File: src/rtl/vid_strm_pkg.sv
// Shared constants for the AXI4-Stream video pattern source: FSM states,
// pattern encodings, colour-bar table and LFSR parameters.
package vid_strm_pkg;

    localparam logic [1:0] ST_IDLE   = 2'd0;
    localparam logic [1:0] ST_ACTIVE = 2'd1;
    localparam logic [1:0] ST_HBLANK = 2'd2;
    localparam logic [1:0] ST_VBLANK = 2'd3;

    localparam logic [2:0] PTN_HRAMP = 3'd0;
    localparam logic [2:0] PTN_VRAMP = 3'd1;
    localparam logic [2:0] PTN_CHECK = 3'd2;
    localparam logic [2:0] PTN_BARS  = 3'd3;
    localparam logic [2:0] PTN_MOVE  = 3'd4;

    localparam logic [15:0] PIX_FLAT  = 16'h8080;
    localparam logic [15:0] LFSR_SEED = 16'hACE1;
    // Fibonacci taps 16,14,13,11 as a bit mask over lfsr[15:0]
    localparam logic [15:0] LFSR_TAPS = 16'hB400;

    // RGB565 bars: white, yellow, cyan, green, magenta, red, blue, black
    function automatic logic [15:0] bar_colour(input logic [2:0] idx);
        case (idx)
            3'd0:    bar_colour = 16'hFFFF;
            3'd1:    bar_colour = 16'hFFE0;
            3'd2:    bar_colour = 16'h07FF;
            3'd3:    bar_colour = 16'h07E0;
            3'd4:    bar_colour = 16'hF81F;
            3'd5:    bar_colour = 16'hF800;
            3'd6:    bar_colour = 16'h001F;
            default: bar_colour = 16'h0000;
        endcase
    endfunction

endpackage

File: src/rtl/vid_ptn_pix.sv
// Combinational pixel generator: maps (pattern, x, y, frame round) to a
// 16-bit pixel value.
module vid_ptn_pix
    import vid_strm_pkg::*;
#(
    parameter int WDT = 640
) (
    input  logic [2:0]  ptn,
    input  logic [15:0] x,
    input  logic [15:0] y,
    input  logic [15:0] frm,
    output logic [15:0] pix
);

    always_comb begin
        pix = PIX_FLAT;
        case (ptn)
            PTN_HRAMP: pix = x;
            PTN_VRAMP: pix = y;
            PTN_CHECK: pix = (x[3] ^ y[3]) ? 16'hFFFF : 16'h0000;
            PTN_BARS:  pix = bar_colour(3'(({16'd0, x} * 32'd8) / 32'(WDT)));
            PTN_MOVE:  pix = x + y + frm;
            default:   pix = PIX_FLAT;
        endcase
    end

endmodule

File: src/rtl/vid_strm_gen.sv
// Parametrised AXI4-Stream video source with blanking, virtual channels and
// test patterns. Define VID_STRM_GEN_STALL_EN for LFSR-driven tvalid bubbles.
module vid_strm_gen
    import vid_strm_pkg::*;
#(
    parameter int WDT  = 640,
    parameter int HGT  = 480,
    parameter int DW   = 32,
    parameter int NCH  = 1,
    parameter int HBLK = 16,
    parameter int VBLK = 1000
) (
    input  logic            clk,
    input  logic            rst_n,
    input  logic            enb,
    input  logic [2:0]      ptn_sel,
    output logic            tvalid,
    input  logic            tready,
    output logic            tuser,
    output logic            tlast,
    output logic [DW-1:0]   tdata,
    output logic [3:0]      tdest,
    output logic [DW/8-1:0] tkeep,
    output logic            busy,
    output logic [15:0]     frm_cnt
);

    localparam int BMAX = (HBLK > VBLK) ? HBLK : VBLK;
    localparam int BW   = $clog2(BMAX + 2);
    localparam logic [BW-1:0] HB_LAST = BW'((HBLK > 0) ? HBLK - 1 : 0);
    localparam logic [BW-1:0] VB_LAST = BW'((VBLK > 0) ? VBLK - 1 : 0);
    localparam logic [15:0]   X_LAST  = 16'(WDT - 1);
    localparam logic [15:0]   Y_LAST  = 16'(HGT - 1);
    localparam logic [3:0]    CH_LAST = 4'(NCH - 1);

    logic [1:0]    state, ns;
    logic [15:0]   x, y, nx, ny;
    logic [3:0]    ch, nch;
    logic [BW-1:0] bcnt, nb;
    logic [2:0]    ptn, nptn;
    logic [15:0]   nfrm;
    logic [15:0]   pix;
    logic          load, frame_end, stall;

`ifdef VID_STRM_GEN_STALL_EN
    logic [15:0] lfsr;

    always_ff @(posedge clk or negedge rst_n) begin
        if (!rst_n) lfsr <= LFSR_SEED;
        else        lfsr <= {lfsr[14:0], ^(lfsr & LFSR_TAPS)};
    end

    assign stall = (lfsr[1:0] == 2'b00);
`else
    assign stall = 1'b0;
`endif

    // Next-beat coordinates: the output register is loaded from these so the
    // presented beat always matches the state being entered.
    always_comb begin
        ns        = state;
        nx        = x;
        ny        = y;
        nch       = ch;
        nb        = bcnt;
        nfrm      = frm_cnt;
        nptn      = ptn;
        load      = 1'b0;
        frame_end = 1'b0;
        case (state)
            ST_IDLE: begin
                if (enb) begin
                    ns   = ST_ACTIVE;
                    nx   = '0;
                    ny   = '0;
                    nch  = '0;
                    nptn = ptn_sel;
                    load = 1'b1;
                end
            end
            ST_ACTIVE: begin
                if (tvalid && tready) begin
                    if (x != X_LAST) begin
                        nx   = x + 16'd1;
                        load = 1'b1;
                    end else if (y != Y_LAST) begin
                        if (HBLK == 0) begin
                            nx   = '0;
                            ny   = y + 16'd1;
                            load = 1'b1;
                        end else begin
                            ns = ST_HBLANK;
                            nb = '0;
                        end
                    end else if (VBLK == 0) begin
                        frame_end = 1'b1;
                    end else begin
                        ns = ST_VBLANK;
                        nb = '0;
                    end
                end
            end
            ST_HBLANK: begin
                if (bcnt == HB_LAST) begin
                    ns   = ST_ACTIVE;
                    nx   = '0;
                    ny   = y + 16'd1;
                    nb   = '0;
                    load = 1'b1;
                end else begin
                    nb = bcnt + BW'(1);
                end
            end
            default: begin
                if (bcnt == VB_LAST) frame_end = 1'b1;
                else                 nb = bcnt + BW'(1);
            end
        endcase

        if (frame_end) begin
            nch = (ch == CH_LAST) ? 4'd0 : ch + 4'd1;
            if (ch == CH_LAST) nfrm = frm_cnt + 16'd1;
            nx = '0;
            ny = '0;
            nb = '0;
            if (enb) begin
                ns   = ST_ACTIVE;
                nptn = ptn_sel;
                load = 1'b1;
            end else begin
                ns = ST_IDLE;
            end
        end
    end

    vid_ptn_pix #(.WDT(WDT)) u_pix (
        .ptn (nptn),
        .x   (nx),
        .y   (ny),
        .frm (nfrm),
        .pix (pix)
    );

    always_ff @(posedge clk or negedge rst_n) begin
        if (!rst_n) begin
            state   <= ST_IDLE;
            x       <= '0;
            y       <= '0;
            ch      <= '0;
            bcnt    <= '0;
            ptn     <= '0;
            frm_cnt <= '0;
            busy    <= 1'b0;
        end else begin
            state   <= ns;
            x       <= nx;
            y       <= ny;
            ch      <= nch;
            bcnt    <= nb;
            ptn     <= nptn;
            frm_cnt <= nfrm;
            busy    <= (ns != ST_IDLE);
        end
    end

    // A stalled beat is loaded with tvalid low and raised on the next cycle.
    always_ff @(posedge clk or negedge rst_n) begin
        if (!rst_n) begin
            tvalid <= 1'b0;
            tuser  <= 1'b0;
            tlast  <= 1'b0;
            tdata  <= '0;
            tdest  <= '0;
            tkeep  <= '0;
        end else if (load) begin
            tvalid <= !stall;
            tuser  <= (nx == 16'd0) && (ny == 16'd0);
            tlast  <= (nx == X_LAST);
            tdata  <= {(DW/16){pix}};
            tdest  <= nch;
            tkeep  <= stall ? '0 : '1;
        end else if (state == ST_ACTIVE && !tvalid) begin
            tvalid <= 1'b1;
            tkeep  <= '1;
        end else if (tvalid && tready) begin
            tvalid <= 1'b0;
            tuser  <= 1'b0;
            tlast  <= 1'b0;
            tdata  <= '0;
            tdest  <= '0;
            tkeep  <= '0;
        end
    end

endmodule

File: config.mk
export PLATFORM = sky130hd
export DESIGN_NAME = vid_strm_gen
export DESIGN_NICKNAME = d
export VERILOG_FILES = /design/src/rtl/vid_strm_pkg.sv /design/src/rtl/vid_ptn_pix.sv /design/src/rtl/vid_strm_gen.sv
export SDC_FILE = /design/constraint.sdc
export NUM_CORES = 1
export LEC_CHECK = 0
export ABC_CLOCK_PERIOD_IN_PS = 15700
export CAP_MARGIN = 10
export CORE_MARGIN = 10
export CORE_UTILIZATION = 60
export DETAILED_ROUTE_END_ITERATION = 7
export PLACE_DENSITY = 0.9
export SETUP_SLACK_MARGIN = 0.05
export SYNTH_ARGS = -nofsm -noshare
export SYNTH_HDL_FRONTEND = slang
export SYNTH_SLANG_ARGS = --single-unit
File: constraint.sdc
create_clock -name clk -period 15.7 [get_ports clk]
set_input_delay 3.14 -clock clk [delete_from_list [all_inputs] [get_ports clk]]
set_output_delay 3.14 -clock clk [all_outputs]
set_load 0.02 [all_outputs]
==> results.yml <==
worst_setup_path:
  cp_slowest_stage_delay_ns: 0.64
  critical_path_required_ns: 15.90
  path_max_fanout: 8
  path_buf_inv: 1
  reg2reg_to: "tdata[15]"
  r2r_slack_ns: 8.28
  worst_path_most_repeated_cell: "a21oi_1"
  cp_slowest_cell: "o21ai_0"
  criticalPathCategory: "input port to register"
  worstPathArrival_ns: 9.25
  start_kind: "input port"
  path_cells: "clkdlybuf4s50_1, nand2_1, a31oi_1, and2_1, nand2_1, o21ai_0, fa_1, fa_1, a21o_1, a21oi_1, o21bai_1, a21oi_1, o21bai_1, a21oi_1, o21bai_1, a21oi_1, o21bai_1, a21oi_1, o21bai_1, a21oi_1, xnor2_1, a31oi_1, a21oi_1, a31oi_1"
  critPathTopFamily: "compound AO/OA/AOI/OAI gates"
  regToRegStartpoint: "state[1]"
  cp-end-kind: "register"
  ff2ff_path_depth: 24
place:
  portBuffers: 66
  place_congestion: 0.996
  dp_worst_setup_slack_ns: 6.51
  dp_cells: 1080
  dp_hpwl_mm: 15.7
clock_tree:
  clk_pin_slew_ns: 0.07
  cts_root_buf: "clkbuf_16"
  cts_buffers: 9
  ctsResizeCount: 0
  cts.sinks: 91
  htree_num_levels: 3
  cts_max_path_buffers: 2
  postCtsSetupBuffers: 0
  postCtsHoldBufs: 0
  clock_latency_ns: 0.35
  cts_tree: "built"
global_routing:
  overflow: 0
  grt_pass1_wl_mm: 35.0
  grt_max_degree: 57
  grt_usage_pct: 24.0
  first_global_vias: 6986
  antenna_found_initial: 0
timing:
  fmax_ghz: 0.110
  rsz0062_at_grt: "no"
  worstMarginPinSlew_ns: 1.13
  fin_ws_ns: 6.65
  finalHoldViolCount: 0
  relSlewSlack_pct: 24.4
  min_period_over_period_pct: 57.7
  period_minus_slack_ns: 9.05
  tns_ns: 0
  skew_ns: 0.00697
  drv_slew: 0
  setup_viol: 0
logic_synthesis:
  synth-edff-count: 0
  synth.cell_area_um2: 7540
  ys_async_sr_fraction_pct: 100
  syn_avg_cell_area_um2: 8.34
  ys_ff_latch: 91
  ys.flop_type: "dfrtp_1"
  synth_cell_types: 82
  synth_seq_area_share_pct: 30.2
  synthCells: 904
  yosysWarnings: 0
  synthesis.nets: 952
finish:
  post-route-util_pct: 69.1
  syn_to_final_growth_pct: 11.5
  final_cells: 1096
  n_antenna_cell: 0
  layout.nets: 971
  drive_above_1_share_pct: 5.93
hold_path:
  hold_depth: 2
  min_to: "tdest[3]"
  hold_path.class: "register to register"
  min-delay-start: "tdest[3]"
die:
  rows: 40
  pin_count: 67
  fp.dieW_um: 132
  die_h_um: 132
  initial_core_util_pct: 62.0
  core_um2: 12200
  die_area_um2: 17400
power:
  seqPwrFrac_pct: 32.1
  p_int_uw: 544
  switching_share_pct: 41.5
  p_per_area_nw_per_um2: 111
  vdd_ir_drop_max_uv: 84.0
  p_sw_uw: 385
  clkPwrFrac_pct: 24.1
  comb_power_share_pct: 43.8
  leakagePower_uw: 0.00372
detailed_routing:
  drc: 0
  via_per_inst: 6.77
  ant_nets: 0
  first_pass_iters: 6
  avgRoutedWirePerCell_um: 19.9
  vias: 7422
  dr.first_iter.drc_count: 1091
  totalWireLength_mm: 21.9
outcome:
  outcome: "completed"
flow_run:
  drv_cap: 0
-- placed cells by master (no fill, tap or decap), types with 8 or more instances in the layout --
cell type,count
dfrtp_1,91
nand2_1,77
nor2_1,76
clkdlybuf4s50_1,65
a21oi_1,62
inv_1,52
o21ai_0,45
nand3_1,42
xnor2_1,37
ha_1,25
nand4_1,24
nor3_1,22
and3_1,21
a22oi_1,18
fa_1,16
a31oi_1,13
o21bai_1,12
a221o_1,11
o31ai_1,11
nor4_1,10
o22ai_1,10
nand2b_1,9
mux2i_1,9
xor2_1,9
clkbuf_16,9
a211oi_1,8
buf_4,8
-- kinds of logic after synthesis --
group	Yosys count	synth area share, %
multiplexers	12	1.64
AND/OR/NAND/NOR	315	20.8
XOR/XNOR	46	5.35
adder cells (fa/ha/maj)	45	8.98
buffers and inverters	125	7.92
flip-flops	91	30.2
AO/OA/AOI/OAI	270	25.1
-- cell usage after synthesis, drive strengths merged (6+ instances only) --
master | number | share of area, %
o211ai | 9 | 1.0
inv | 54 | 2.7
buf | 35 | 3.3
o22ai | 10 | 0.83
xor2 | 9 | 1.0
a21oi | 64 | 4.4
o21bai | 12 | 1.2
nor3 | 25 | 1.8
xnor2 | 37 | 4.3
nand3 | 42 | 2.8
dfrtp | 91 | 30
nand2 | 77 | 3.8
o31ai | 11 | 1.1
nor4 | 10 | 0.83
a211oi | 8 | 0.80
fa | 16 | 4.3
nor2 | 76 | 3.8
ha | 25 | 4.2
a22oi | 18 | 1.8
a221oi | 7 | 1.0
o21ai | 50 | 3.4
clkinv | 6 | 0.37
nand4 | 24 | 2.0
and3 | 21 | 1.7
mux2i | 9 | 1.2
a221o | 11 | 1.5
nand2b | 9 | 0.75
a31oi | 13 | 1.1
o311ai | 6 | 0.70
clkbuf | 30 | 1.5
-- metrics by stage --
| step | hold WS, ns | cell area [um2] | total power, uW |
|---|---|---|---|
| global route | 0.530 | 8400 | 971 |
| floorplan | 0.456 | 7540 | 563 |
| CTS | 0.500 | 8400 | 922 |
| detailed placement | 0.484 | 8100 | 698 |
| global placement | 0.483 | 8100 | 690 |
| finish | 0.501 | 8400 | 929 |
-- final cells by class --
| cell class | instances | area (um2) |
|---|---|---|
| multi-input combinational | 688 | 4670 |
| fill | 936 | 3760 |
| sequential | 91 | 2280 |
| timing repair buffer | 73 | 711 |
| clock buffer | 11 | 243 |
| inverter | 60 | 233 |
| tap | 168 | 210 |
| clock inverter | 5 | 62.6 |
-- how the worst max path moves through the flow --
stage                     startpoint         to  cells after the start
after detailed placement      tready  tdata[15]                     27
after CTS                     tready  tdata[15]                     27
after global placement        tready  tdata[15]                     27
final                         tready  tdata[15]                     24
after global routing             enb  tdata[29]                     17
after floorplan                  enb  tdata[15]                     27
-- sequential cells by signal (all words and copies together) (netlist names) --
name / flops
bcnt: 10
state: 2
ptn: 3
y: 16
tuser: 1
tdata: 16
tdest: 4
frm_cnt: 16
tlast: 1
ch: 4
tkeep: 1
x: 16
busy: 1
-- power groups by stage --
stage / logic, uW / clock network (uW) / registers, uW
finish: 407 / 224 / 298
global route: 433 / 235 / 303
CTS: 400 / 225 / 297
detailed placement: 397 / 0 / 301
global placement: 390 / 0 / 300
floorplan: 241 / 0 / 322
-- per-layer routing --
metal / vias up / share of wire (%) / GRT usage [%] / wire length, um
met1: 3506 / 39 / 30.2 / 8420
met3: 67 / 12 / 5.49 / 2530
li1: 3347 / - / - / -
met2: 502 / 47 / 38.5 / 10300
met5: - / 0 / 0 / 0
met4: 0 / 2.6 / 10.2 / 577
-- worst reg2reg max path, delay by kind of cell (launching register included) --
family,cells,cell delay [ns]
AOI/OAI and AO/OA,15,2.56
and+or+nand+nor,3,1.98
adders and majority gates,3,1.67
xor gates and xnor gates,2,0.55
DFF,1,0.41
buffers and inverters,1,0.09
Note: power is estimated with default switching activity, not from simulation.
==> RTL edit: new RTL, same flow settings <==
The parameter `DW` goes from 32 to 16.
--- a/src/rtl/vid_strm_gen.sv
+++ b/src/rtl/vid_strm_gen.sv
@@ -7,3 +7,3 @@
     parameter int HGT  = 480,
-    parameter int DW   = 32,
+    parameter int DW   = 16,
     parameter int NCH  = 1,
Ports: changed (resized tdata and tkeep); port bits go from 67 to 49. No check against the original RTL was run, so the function may have changed too.
==> RTL edit against the unedited design <==
Critical path type unchanged; worst setup slack gained 160 ps; highest routed layer unchanged; global-route usage increased by 1.3 points; hold slack got worse by 12 ps; non-clock buffer count fell by 14; routed wire length grew 4.9%; sequential cell count unchanged; design area grew 2.2%; critical path depth is 7 lower; via count is 3.2% higher; area after synthesis increased by 2.4%; final cell count is 3.0% higher; die area increased by 2.0%.
Power is not compared: it rests on default switching activity, and its combinational part moved more than twofold at a synthesized area within 25%.
==> RTL edit: results (changes against the unedited design) <==
| Metric | Value |
|---|---|
| Status | finished, final reports clean |
| Post-CTS Repair Setup Buffers | 0 (unchanged) |
| Ant diodes | 0 (unchanged) |
| H-tree levels | 3 (unchanged) |
| First-pass GRT wire length | 37,500 um (+7.0%) |
| Synth warn | 0 (unchanged) |
| Cell variety after synth | 97 (+18%) |
| Hold_sp | tlast$_DFFE_PN0P_ |
| GP Congestion | 0.985 (-1.1%) |
| CTS clk-pin slew, worst paths | 70 ps (about the same) |
| Critical path arrival | 9110 ps (-140 ps) |
| R2R depth | 18 (-25%) |
| Mean routed wirelength per cell | 20.3 um (+1.8%) |
| Maximum vdd drop | ~0.05 mV |
| Vias in the first global route | 7,131 (+2.1%) |
| P_leak | 3.63 nW |
| WHS Endpoint | tlast$_DFFE_PN0P_ |
| Hpwl dp | 16,500 um (+5.2%) |
| IO buf count | 48 (-27%) |
| Clk_skew | 13.4 ps (+6.44 ps) |
| CP Launch Point | enb |
| Most used DFF post-synth | dfrtp_1 |
| Dominant cells by area after synthesis | dfrtp_1, nand2_1, fa_1, ha_1, a21oi_1 |
| Crit-path leading delay family | simple AND/OR/NAND/NOR gates |
| DRT iter0 DRCs | 1,028 (-5.8%) |
| Drt via density | 6.78 (+0.14%) |
| Slew HR | 28.1% (+3.7 points) |
| Ys async rst share | 100% (unchanged) |
| Worst reg2reg startpoint | state[0]$_DFF_PN0_ |
| All-Layer GR Usage | 25.3% (+1.3 points) |
| Pin count of the biggest net entering global routing | 64 (+12%) |
| Clock Latency Late Sink | 360 ps |
| Clk buf depth | 2 (unchanged) |
| Drt first pass iters | 6 (unchanged) |
| Cells after DPL | 1,113 (+3.1%) |
| HP Class | flip-flop to flip-flop |
| Worst hold slack | 489 ps (-12.2 ps) |
| FF-to-FF End | tdata[3]$_DFFE_PN0P_ |
| Largest fanout on the critical path | 13 (+5) |
| WHS Path Cells | 2 (unchanged) |
| CP max stage cell | a21oi_1 |
| Initial antenna violation count | 0 (unchanged) |
| Commonest cells post-synth | dfrtp_1, nand2_1, nor2_1 |
| Nets | 1,000 (+3.0%) |
| Area post-placement | 8290 sq um (+2.3%) |
| CP peak stage delay | 900 ps (+260 ps) |
| Reg2reg setup slack | 8810 ps (+530 ps) |
| CTS root buf | clkbuf_16 |
| Synth Net Count | 978 (+2.7%) |
| Share of cells above drive strength 1 | 7.73% (+1.8 points) |
| Seq/Total Area, Yosys | 29.5% (-0.71 points) |
| Num CTS Buffers | 9 (unchanged) |
| Mapped Cells | 930 (+2.9%) |
| Routed WL | 22,900 um (+4.9%) |
RTL edit: logic make-up (layout without fill, tap and decap cells):
| kind of cell | count (synthesis) | count (layout) | share of synthesized area, % |
|---|---|---|---|
| buf+inv | 106 | 133 | 5.61 |
| xor+xnor | 47 | 47 | 5.33 |
| compound gates | 271 | 271 | 24.7 |
| fa+ha+maj | 41 | 41 | 8.20 |
| flops | 91 | 91 | 29.5 |
| simple gates | 356 | 356 | 24.0 |
| mux | 18 | 18 | 2.61 |
RTL edit: power by group:
group,leakage (nW),internal [mW],switching (mW),total [mW]
registers,1.19,0.234,0,0.234
logic,2.29,0.00150,0.00531,0.00681
clock network,0.145,0.130,0.101,0.231
RTL edit: through the flow:
stage / setup WS, ps / power (mW) / util, %
after floorplan: 8380 / 0.239 / -
after global placement: 6680 / 0.246 / 65.7
after detailed placement: 6590 / 0.246 / 65.7
after CTS: 6980 / 0.471 / 68.1
after global routing: 6390 / 0.482 / 68.1
final: 6810 / 0.472 / 68.1
RTL edit: how the worst max path moves through the flow:
stage	end	slack, ps
2_1_floorplan	tdata[14]$_DFFE_PN0P_	8380
3_3_place_gp	tdata[3]$_DFFE_PN0P_	6680
3_5_place_dp	tdata[3]$_DFFE_PN0P_	6590
4_1_cts	tdata[3]$_DFFE_PN0P_	6980
5_1_grt	tdata[3]$_DFFE_PN0P_	6390
6_report	tdata[3]$_DFFE_PN0P_	6810
RTL edit: final cells by class:
cell class,instances,area (sq um)
fillers,980,4030
clock buffers,12,246
multi-input cells,733,5010
inverters,58,218
clock inverters,4,57.6
flip-flops and latches,91,2280
repair buffers,59,561
well taps,172,215
RTL edit: per-layer routing:
layer	global-route usage, %	routed length, um	vias to the layer above
met2	39.2	10500	453
met4	11.8	1080	0
met5	0	0	-
met3	5.68	2040	87
met1	32.9	9360	3632
li1	-	-	3484
